===== config.mk =====
export PLATFORM = sky130hd
export DESIGN_NAME = fifo_rd_drain_ctrl
export DESIGN_NICKNAME = d
export VERILOG_FILES = /design/src/rtl/fifo_rd_drain_ctrl.sv
export SDC_FILE = /design/constraint.sdc
export NUM_CORES = 1
export LEC_CHECK = 0
export BUFFER_PORTS_ARGS = -buffer_cell sky130_fd_sc_hd__buf_4
export CAP_MARGIN = 15
export CORE_MARGIN = 4
export CORE_UTILIZATION = 35
export DETAILED_ROUTE_END_ITERATION = 10
export GPL_ROUTABILITY_DRIVEN = 0
export GPL_TIMING_DRIVEN = 1
export SYNTH_ARGS = -nofsm -noshare
export SYNTH_HDL_FRONTEND = slang
export SYNTH_SLANG_ARGS = --single-unit

===== constraint.sdc =====
create_clock -name rd_clk -period 2.9 [get_ports rd_clk]
set_clock_uncertainty 0.15 [all_clocks]
set_input_delay 0.29 -clock rd_clk [delete_from_list [all_inputs] [get_ports rd_clk]]
set_output_delay 0.29 -clock rd_clk [all_outputs]
set_load 0.02 [all_outputs]

===== src/rtl/fifo_rd_drain_ctrl.sv =====
// fifo_rd_drain_ctrl: read-side master draining an async FIFO into a credit-tracked valid/ready buffer.
// Define FIFO_RD_STATS_EN to build the rd_count delivery counter and the sticky underflow flag.
module fifo_rd_drain_ctrl #(
    parameter int DATA_WIDTH = 8,
    parameter int RD_LATENCY = 1,
    parameter int BUF_DEPTH  = 2
) (
    input  logic                  rd_clk,
    input  logic                  rst_n,
    input  logic                  enable,
    input  logic                  fifo_empty,
    input  logic [DATA_WIDTH-1:0] fifo_rdata,
    output logic                  fifo_rd_en,
    output logic                  m_valid,
    output logic [DATA_WIDTH-1:0] m_data,
    input  logic                  m_ready,
    output logic                  busy,
    output logic [15:0]           rd_count,
    output logic                  underflow
);
    localparam int PW = (BUF_DEPTH > 2) ? 2 : 1;
    localparam int CW = 4;

    typedef enum logic [1:0] {IDLE, ACTIVE, DRAIN} state_t;

    state_t                state, state_nx;
    logic [RD_LATENCY-1:0] pipe;
    logic [DATA_WIDTH-1:0] mem [BUF_DEPTH];
    logic [PW-1:0]         wr_ptr, rd_ptr;
    logic [CW-1:0]         occ, inflight, credit;
    logic                  push, pop;

    function automatic logic [PW-1:0] wrap_inc(input logic [PW-1:0] p);
        return (p == PW'(BUF_DEPTH - 1)) ? '0 : p + 1'b1;
    endfunction

    assign push     = pipe[RD_LATENCY-1];
    assign pop      = m_valid && m_ready;
    assign m_valid  = occ != '0;
    assign m_data   = mem[rd_ptr];
    assign busy     = state != IDLE;
    // Words already requested count against buffer space; a pop this cycle frees one slot.
    assign credit     = occ + inflight - CW'(pop);
    assign fifo_rd_en = state == ACTIVE && !fifo_empty && credit < CW'(BUF_DEPTH);

    always_comb begin
        inflight = '0;
        for (int i = 0; i < RD_LATENCY; i++) inflight = inflight + CW'(pipe[i]);
    end

    always_comb begin
        state_nx = state;
        state_nx = state == IDLE   ? (enable ? ACTIVE : IDLE) :
                   state == ACTIVE ? (enable ? ACTIVE : DRAIN) :
                   enable ? ACTIVE : (inflight == '0 && occ == '0) ? IDLE : DRAIN;
    end

    always_ff @(posedge rd_clk or negedge rst_n) begin
        if (!rst_n) begin
            state <= IDLE;
            pipe  <= '0;
        end else begin
            state <= state_nx;
            pipe  <= RD_LATENCY'({pipe, fifo_rd_en});
        end
    end

    always_ff @(posedge rd_clk or negedge rst_n) begin
        if (!rst_n) begin
            for (int i = 0; i < BUF_DEPTH; i++) mem[i] <= '0;
            wr_ptr <= '0;
            rd_ptr <= '0;
            occ    <= '0;
        end else begin
            if (push) begin
                mem[wr_ptr] <= fifo_rdata;
                wr_ptr      <= wrap_inc(wr_ptr);
            end
            if (pop) rd_ptr <= wrap_inc(rd_ptr);
            occ <= occ + CW'(push) - CW'(pop);
        end
    end

`ifdef FIFO_RD_STATS_EN
    always_ff @(posedge rd_clk or negedge rst_n) begin
        if (!rst_n) begin
            rd_count  <= '0;
            underflow <= 1'b0;
        end else begin
            if (pop) rd_count <= rd_count + 16'd1;
            if (fifo_rd_en && fifo_empty) underflow <= 1'b1;
        end
    end
`else
    assign rd_count  = '0;
    assign underflow = 1'b0;
`endif
endmodule


==> Yosys cells after proc, flatten, opt, wreduce, memory -nomap -nowiden <==
Index checks and enable logic that the tools add are counted.
{ "op_classes": {"muxes": 14, "n_bitwise": 2, "n_reduce_logical": 11, "n_addsub": 4, "n_eq_ne": 1, "order_cmp": 4} }
{ "op_table": {"columns": ["operator", "n"], "rows": [
  ["$mux W8", 4],
  ["$bwmux W16", 1],
  ["$mux W2", 5],
  ["$demux W8 S1", 1],
  ["$logic_not A4 Y1", 2],
  ["$logic_and A1 B1 Y1", 5],
  ["$add A4 B1 Y4", 1],
  ["$ge A2 B2 Y1 const B", 2],
  ["$lt A4 B2 Y1 const B", 1],
  ["$not A1 Y2", 2],
  ["$reduce_bool A4 Y1", 1],
  ["$sub A4 B1 Y4", 1],
  ["$mux W1", 3],
  ["$add A1 B1 Y1 const B", 2],
  ["$eq A2 B1 Y1 const B", 1],
  ["$logic_not A2 Y1", 1],
  ["$lt A2 B1 Y1 const B", 1],
  ["$reduce_bool A2 Y1", 1],
  ["$logic_not A1 Y1", 1]
]} }
{ "totals": {"output_inout_bits": 28, "word_cells": 43, "inputBits": 13, "ff_bits": 25} }

==> Longest topological paths before layout <==
Gate-level depths: netlist of the first run.
{ "depth": {"depth_word": 6, "ltp_mapped": 10} }

==> Worst setup path before layout of the first run <==
No wires, ideal clock.
{ "synth_path": {"path_type": "flip-flop to output port", "from": "register occ[2]", "to": "output fifo_rd_en", "arrival_time_ns": 2.924, "stages_incl_launch_ff": 11, "slack_ns": -0.464, "cell_sequence": "dfrtp_1 > inv_1 > ha_1 > or3b_4 > and2_4 > ha_1 > inv_1 > ha_1 > fa_1 > or4b_4 > nor4b_4"} }
{ "synth_between": {"elab_chain_len": 5, "word_cells_on_any_way": 6} }
{ "synth_lines": {"columns": ["item", "line", "source"], "rows": [
  ["from (decl)", "30", "logic [CW-1:0] occ, inflight, credit;"],
  ["from (signal assigned)", "80", "occ <= occ + CW'(push) - CW'(pop);"],
  ["$reduce_bool A4 Y1", "39", "assign m_valid = occ != '0;"],
  ["via m_valid", "14", "output logic m_valid,"],
  ["$logic_and A1 B1 Y1", "38", "assign pop = m_valid && m_ready;"],
  ["via pop", "31", "logic push, pop;"],
  ["$sub A4 B1 Y4", "43", "assign credit = occ + inflight - CW'(pop);"],
  ["via credit[1]", "30", null],
  ["$lt A4 B2 Y1", "44", "assign fifo_rd_en = state == ACTIVE && !fifo_empty && credit < CW'(BUF_DEPTH);"],
  ["$logic_and A1 B1 Y1", "44", null],
  ["to (decl)", "13", "output logic fifo_rd_en,"]
]} }
The timed path passes the listed nets, and every way through them passes these cells.

==> Final worst setup path of the first run <==
{ "layout_path": {"from": "register occ[2]", "to": "output fifo_rd_en"} }
{ "layout_between": {"elab_chain_len": 5, "word_cells_on_any_way": 6} }
{ "layout_lines": {"columns": ["item", "line"], "rows": [
  ["$reduce_bool A4 Y1", "39"],
  ["$logic_and A1 B1 Y1", "38"],
  ["via pop", "31"],
  ["$sub A4 B1 Y4", "43"],
  ["via credit[1]", "30"],
  ["$lt A4 B2 Y1", "44"],
  ["$logic_and A1 B1 Y1", "44"]
]} }
The timed path passes the listed nets, and every way through them passes these cells.

==> results of run 1 <==
==> routing by layer <==
metal  vias to the layer above  share of wire [%]  global-route usage, %
met2                        29                 52                   18.8
met1                       380                 39                   10.6
met5                         -                  0                      0
met3                         2                8.6                   4.21
li1                        381                  -                      -
met4                         0              0.090                   1.95
==> sequential cells by signal (all words and copies together) (netlist names) <==
| name | count |
|---|---|
| mem | 16 |
| occ | 4 |
| pipe | 1 |
| rd_ptr | 1 |
| state | 2 |
| wr_ptr | 1 |
==> through the flow <==
stage          total power, mW  hold slack, ns
2_1_floorplan             1.18          -0.156
3_3_place_gp              1.43          0.0552
3_5_place_dp              1.47          0.0612
4_1_cts                   1.73          0.0855
5_1_grt                   1.84          0.0798
6_report                  1.70          0.0916
==> worst paths after layout <==
kind | end | from | slack, ns
max in group asynchronous | occ[1]$_DFF_PN0_ | rst_n | 2.05
max | fifo_rd_en | occ[2]$_DFF_PN0_ | -0.79
min reg2reg | mem[9]$_DFFE_PN0P_ | mem[9]$_DFFE_PN0P_ | 0.34
min | mem[2]$_DFFE_PN0P_ | fifo_rdata[2] | 0.09
min in group asynchronous | mem[13]$_DFFE_PN0P_ | rst_n | 0.30
max reg2reg | pipe$_DFF_PN0_ | occ[2]$_DFF_PN0_ | -0.25
==> layout by cell type (no fill, tap or decap) <==
cell type / count
nor4b_4: 1
o21bai_1: 1
nand2_2: 1
conb_1: 17
o21ai_0: 2
or4b_4: 1
nor2_1: 3
mux2_2: 8
nor2_4: 1
fa_1: 1
inv_1: 5
clkinv_2: 1
dlygate4sd3_1: 2
mux2_1: 16
ha_2: 1
nor3_1: 1
and2_4: 1
xor2_1: 3
ha_1: 2
inv_2: 3
dfrtp_1: 25
nor3b_2: 1
a211oi_1: 1
buf_4: 34
or3b_4: 1
ha_4: 2
clkbuf_8: 3
==> power breakdown <==
group | switching (mW) | internal (mW) | leakage [nW]
sequential | 0.106 | 0.510 | 0.304
combinational | 0.427 | 0.465 | 0.468
clock | 0.102 | 0.0959 | 0.0255
total | 0.635 | 1.07 | 0.798
==> worst max-delay path, stage by stage, from the launching register on <==
cell and delay, ns:
dfrtp_1 0.38, inv_2 0.06, ha_2 0.15, or3b_4 0.37, and2_4 0.18, ha_4 0.26
inv_2 0.03, ha_4 0.15, fa_1 0.46, or4b_4 0.51, nor4b_4 0.25, buf_4 0.19
==> logic make-up after synthesis <==
| logic type | after synthesis |
|---|---|
| DFF | 25 |
| xor gates and xnor gates | 3 |
| and+or+nand+nor | 11 |
| AOI/OAI and AO/OA | 4 |
| buffers and inverters | 26 |
| other | 1 |
| muxes | 24 |
| adders and majority gates | 6 |
==> layout make-up <==
class	instances	area, sq um
Timing Repair Buffer	36	275
Inverter	8	30.0
Tap cell	46	57.6
Clock inverter	1	5.00
Clock buffer	3	41.3
Multi-Input combinational cell	65	599
Fill cell	337	1830
Sequential cell	25	626
==> repair_timing <==
| item | in CTS | in global routing |
|---|---|---|
| setup endpoints to repair | 2 | 2 |
| resized for setup | 5 | 0 |
| setup buffers | 4 | 2 |
| hold buffers | 2 | 0 |
| endpoints found under the hold margin | 26 | 0 |
==> results.md, run 1 <==
- Status: complete, but fails checks
- Via density: 4.30
- Final Instance Count excl. Fillers: 184
- Hold-critical path depth: 2
- Post-synth cell types: 23
- Setup crit end kind: primary output
- # setup viols final: 2
- Port-buffer cells: 23
- FP Rows: 21
- Main area contributors after synthesis: dfrtp_1 (48%), mux2_1 (14%), buf_4 (9.8%)
- # IOs: 41
- Final WL: 2220 um
- Placed inst area: 0.00150 sq mm
- Clock Tree Buf Depth: 2
- Residual DRC: 0
- Design Area, Final: 0.00163 sq mm
- Peak VDD IR: 0.430 mV
- Diodes inserted: 0
- Top-count cell post-synth: dfrtp_1
- Via count: 792
- EDFF count, synth: 0
- Clk root buf: clkbuf_8
- Area Overhead vs Synth: 25.7%
- Worst Hold Class: input pin to flop
- PD cells: 1040 mW/mm^2
- GRT Resource Usage Total: 10.1%
- Starting Density: 37.5%
- WS Path Type: flop to primary output
- Max_cap viols: 0
- Final core utilization: 47.1%
- Synth cell count leaders: dfrtp_1 (25), buf_4 (17), mux2_1 (16), mux2_2 (8), inv_1 (7)
- Core Area: 0.00347 sq mm
- Top-area cell type share of the netlist area: 48.1%
- Final Hold Viols: 0
- Setup WS post-layout: -0.787 ns
- TritonCTS Buffers: 3
- Crit start category: flop
- Grt total ovfl: 0
- Post-Synth Adder-Cell Area: 6.35%
- Initial antenna violation count: 0
- HPWL Detailed: 1700 um
- Ys Warns: 0
- Setup TNS: -1.04 ns
- Min Clock Period, post-route: 3.69 ns
- Worst Path Max Fanout: 2
- Worst-Skew Late Latency: 0.26 ns
- First-pass GRT wire length: 3490 um
- Peak Freq: 0.271 GHz
- Initial detailed-routing violation count: 16
- Mapped cell area: 0.00130 sq mm
- Required time worst endpoint: 2.46 ns
- WP data arrival: 3.25 ns
- Die Wd: 68.9 um
- WL/cell: 12.0 um
- Synth Area in XOR/XNOR: 2.02%
- Multiplexer area fraction after synthesis: 20.8%
- Vias in the first global route: 799
- Post-synthesis sequential area ratio: 48.1%
- Fin crit share: 127%
- Asr flop ratio synth: 100%
- H-tree Lvls: 1
- Ys flop type: dfrtp_1
- Largest net degree at the start of global routing: 26
- Worst-path clk slew: 0.08 ns
- Top cell type by total area after synthesis: dfrtp_1
- Simple-gate share of the synthesized area: 7.99%
- Failing checks: negative setup slack
- Gate Count Post-Synth: 100
- Cells on worst reg2reg path: 11
- Die H: 68.9 um
- RSZ-0062 raised after global routing: true
- Leakage dissipation: 0.798 nW
- Total die area: 0.00475 sq mm
- #FFs+latches synth: 25
- Final #Nets: 158
- # clock sinks: 25
- Largest family of logic cells by synthesized area: multiplexers
- Share of cells above drive strength 1: 42.8%
- CTS tree: done
- Post-Place Worst Slack: -0.547 ns
- Final Max Tran Viols: 0
- Post-route ant nets: 0
- Syn avg cell area: 13.0 sq um
- DRT Pass-1 Iters: 2
- Compound-gate portion of the synthesized area: 1.92%
- Dpl cells: 172
No activity file was read; power rests on OpenSTA's default activity.
==> inputs of run 2 (changes only) <==
--- a/config.mk
+++ b/config.mk
@@ -12,6 +12,7 @@
 export DETAILED_ROUTE_END_ITERATION = 10
 export GPL_ROUTABILITY_DRIVEN = 0
 export GPL_TIMING_DRIVEN = 1
+export REMOVE_ABC_BUFFERS = 1
 export SYNTH_ARGS = -nofsm -noshare
 export SYNTH_HDL_FRONTEND = slang
 export SYNTH_SLANG_ARGS = --single-unit
==> run 2 against run 1 <==
  * The flow still finishes with violations (negative setup slack)
  * Die area is the same
  * Largest cell class unchanged
  * Wire length grew 0.90%
  * Core utilization shrank 0.51 points
  * Sequential share of layout area grew 0.41 points
  * Register-to-register slack is essentially flat
  * Setup slack lost 0.00063 ns
  * Sequential power is essentially flat
  * Via count shrank 2.5%
==> results.md, run 2 (synthesized netlist as in run 1, its figures left out) <==
- Max reg flops: 16 (unchanged)
- Max stage delay on crit path: 0.51 ns (about the same)
- Commonest non-fill, non-tap cell in the layout: buf_4 (unchanged)
- WS Path Type: flop to primary output (unchanged)
- Top reg by flops: mem (unchanged)
- Post-Place Worst Slack: -0.527 ns (was -0.547 ns)
- # IOs: 41 (unchanged)
- First-pass GRT wire length: 3670 um (was 3490 um)
- Reg-to-reg slack, setup: -0.24 ns (was -0.25 ns)
- Final WL: 2240 um (was 2220 um)
- Top Registers: mem (16), occ (4), state (2) (unchanged)
- CP max stage cell: or4b_4 (unchanged)
- Share of cells above drive strength 1: 40.9% (was 42.8%)
- CTS tree: done (unchanged)
- Residual DRC: 0 (unchanged)
- FP Rows: 21 (unchanged)
- Buffers plus inverters on the worst setup path: 3 (unchanged)
- Clk root buf: clkbuf_8 (unchanged)
- TritonCTS Buffers: 3 (unchanged)
- Crit start category: flop (unchanged)
- FF+latch area: 626 sq um (unchanged)
- Via count: 772 (was 792)
- Failing checks: negative setup slack (unchanged)
- Setup WS post-layout: -0.787 ns (about the same)
- # clock sinks: 25 (unchanged)
- Area occupied by multi-input gates: 587 sq um (was 599 sq um)
- Die H: 68.9 um (unchanged)
- Initial antenna violation count: 0 (unchanged)
- Final Max Tran Viols: 0 (unchanged)
- Area Overhead vs Synth: 24.4% (was 25.7%)
- Most frequent cells in the layout: buf_4 (33), dfrtp_1 (25), conb_1 (17), mux2_1 (16), mux2_2 (8) (was buf_4 (34), dfrtp_1 (25), conb_1 (17), mux2_1 (16), mux2_2 (8))
- Clock Tree Buf Depth: 2 (unchanged)
- Total die area: 0.00475 sq mm (unchanged)
- Initial detailed-routing violation count: 17 (was 16)
- WL/cell: 12.2 um (was 12.0 um)
- Die Wd: 68.9 um (unchanged)
- Max_cap viols: 0 (unchanged)
- Fin crit share: 127% (about the same)
- Worst Hold Class: input pin to flop (unchanged)
- Cell breakdown of the critical path: inv_2 > ha_1 > or3b_4 > and2_4 > ha_4 > inv_1 > ha_2 > fa_1 > or4b_4 > nor4b_4 > buf_4 (was inv_2 > ha_2 > or3b_4 > and2_4 > ha_4 > inv_2 > ha_4 > fa_1 > or4b_4 > nor4b_4 > buf_4)
- Port-buffer cells: 23 (unchanged)
- Post-route ant nets: 0 (unchanged)
- WP data arrival: 3.25 ns (about the same)
- Largest net degree at the start of global routing: 26 (unchanged)
- DRT Pass-1 Iters: 3 (was 2)
- Required time worst endpoint: 2.46 ns (about the same)
- RSZ-0062 raised after global routing: true (unchanged)
- Fill cells: 334 (was 337)
- GRT Resource Usage Total: 10.7% (was 10.1%)
- Worst Path Max Fanout: 2 (unchanged)
- Final hold slack: 0.0902 ns (was 0.0916 ns)
- Final #Nets: 157 (was 158)
- Final Hold Viols: 0 (unchanged)
- HPWL Detailed: 1730 um (was 1700 um)
- Leakage dissipation: 0.790 nW (was 0.798 nW)
- Setup crit end kind: primary output (unchanged)
- Peak VDD IR: 0.417 mV (was 0.430 mV)
- H-tree Lvls: 1 (unchanged)
- # setup viols final: 2 (unchanged)
- Vias in the first global route: 803 (was 799)
- Status: complete, but fails checks (unchanged)
- Diodes inserted: 0 (unchanged)
- Core Area: 0.00347 sq mm (unchanged)
- Starting Density: 37.5% (unchanged)
- Worst-path clk slew: 0.08 ns (about the same)
- Min Clock Period, post-route: 3.69 ns (about the same)
- Worst-Skew Late Latency: 0.27 ns (was 0.26 ns)
- PD cells: 1050 mW/mm^2 (was 1040 mW/mm^2)
- Grt total ovfl: 0 (unchanged)
- Peak Freq: 0.271 GHz (about the same)
- Via density: 4.22 (was 4.30)
- CP delay by family, top: simple AND/OR/NAND/NOR gates (unchanged)
[run 2: final timing paths]
| check | startpoint | endpoint | cells past startpoint |
|---|---|---|---|
| worst min register to register | mem[11]$_DFFE_PN0P_ | mem[11]$_DFFE_PN0P_ | 1 |
| worst max-delay path | occ[2]$_DFF_PN0_ | fifo_rd_en | 11 |
| worst max register to register | occ[2]$_DFF_PN0_ | pipe$_DFF_PN0_ | 11 |
| max in group asynchronous | rst_n | occ[2]$_DFF_PN0_ | 2 |
| min in group asynchronous | rst_n | mem[0]$_DFFE_PN0P_ | 2 |
| worst min-delay path | fifo_rdata[6] | mem[6]$_DFFE_PN0P_ | 2 |
[run 2: layout make-up]
type | instances | share of cell area [%]
tap | 46 | 3.56
clock inverter | 1 | 0.464
multi-input combinational | 65 | 36.3
timing repair buffer | 35 | 16.6
sequential | 25 | 38.7
inverter | 8 | 1.86
clock buffer | 3 | 2.55
[run 2: repair_timing]
item                       in CTS  in global routing
setup endpoints to repair       2                  2
resized for setup               3                  0
hold buffers                    2                  0
gates cloned                    0                  0
pin swaps                       0                  0
buffers inserted                3                  1
hold endpoints to repair       26                  0
[run 2: per-layer routing]
layer,vias up,GRT usage [%],wire length [um]
li1,375,-,-
met1,367,11.4,881
met2,28,20.0,1130
met4,0,1.46,12
met3,2,4.21,209
met5,-,0,0
[run 2: worst reg2reg max path: stages, from the launching register on]
cell	delay, ns
dfrtp_1	0.38
inv_2	0.06
ha_1	0.12
or3b_4	0.37
and2_4	0.18
ha_4	0.25
inv_1	0.04
ha_2	0.17
fa_1	0.47
or4b_4	0.51
nor4b_4	0.24
buf_4	0.14
[run 2: power by group]
group	total (mW)	internal (mW)	switching (mW)
Sequential	0.614	0.510	0.104
Clock	0.205	0.0973	0.107
Combinational	0.881	0.457	0.424
Total	1.70	1.06	0.635
[run 2: per-stage QoR]
stage / setup TNS, ns / std cells / area, sq um / util (%) / total power [mW]
2_1_floorplan: -0.787 / 98 / 1230 / - / 1.16
3_3_place_gp: -0.575 / 173 / 1500 / 43.3 / 1.45
3_5_place_dp: -0.686 / 173 / 1500 / 43.3 / 1.48
4_1_cts: -1.03 / 182 / 1610 / 46.4 / 1.72
5_1_grt: -1.25 / 183 / 1620 / 46.6 / 1.85
6_report: -1.03 / 183 / 1620 / 46.6 / 1.70
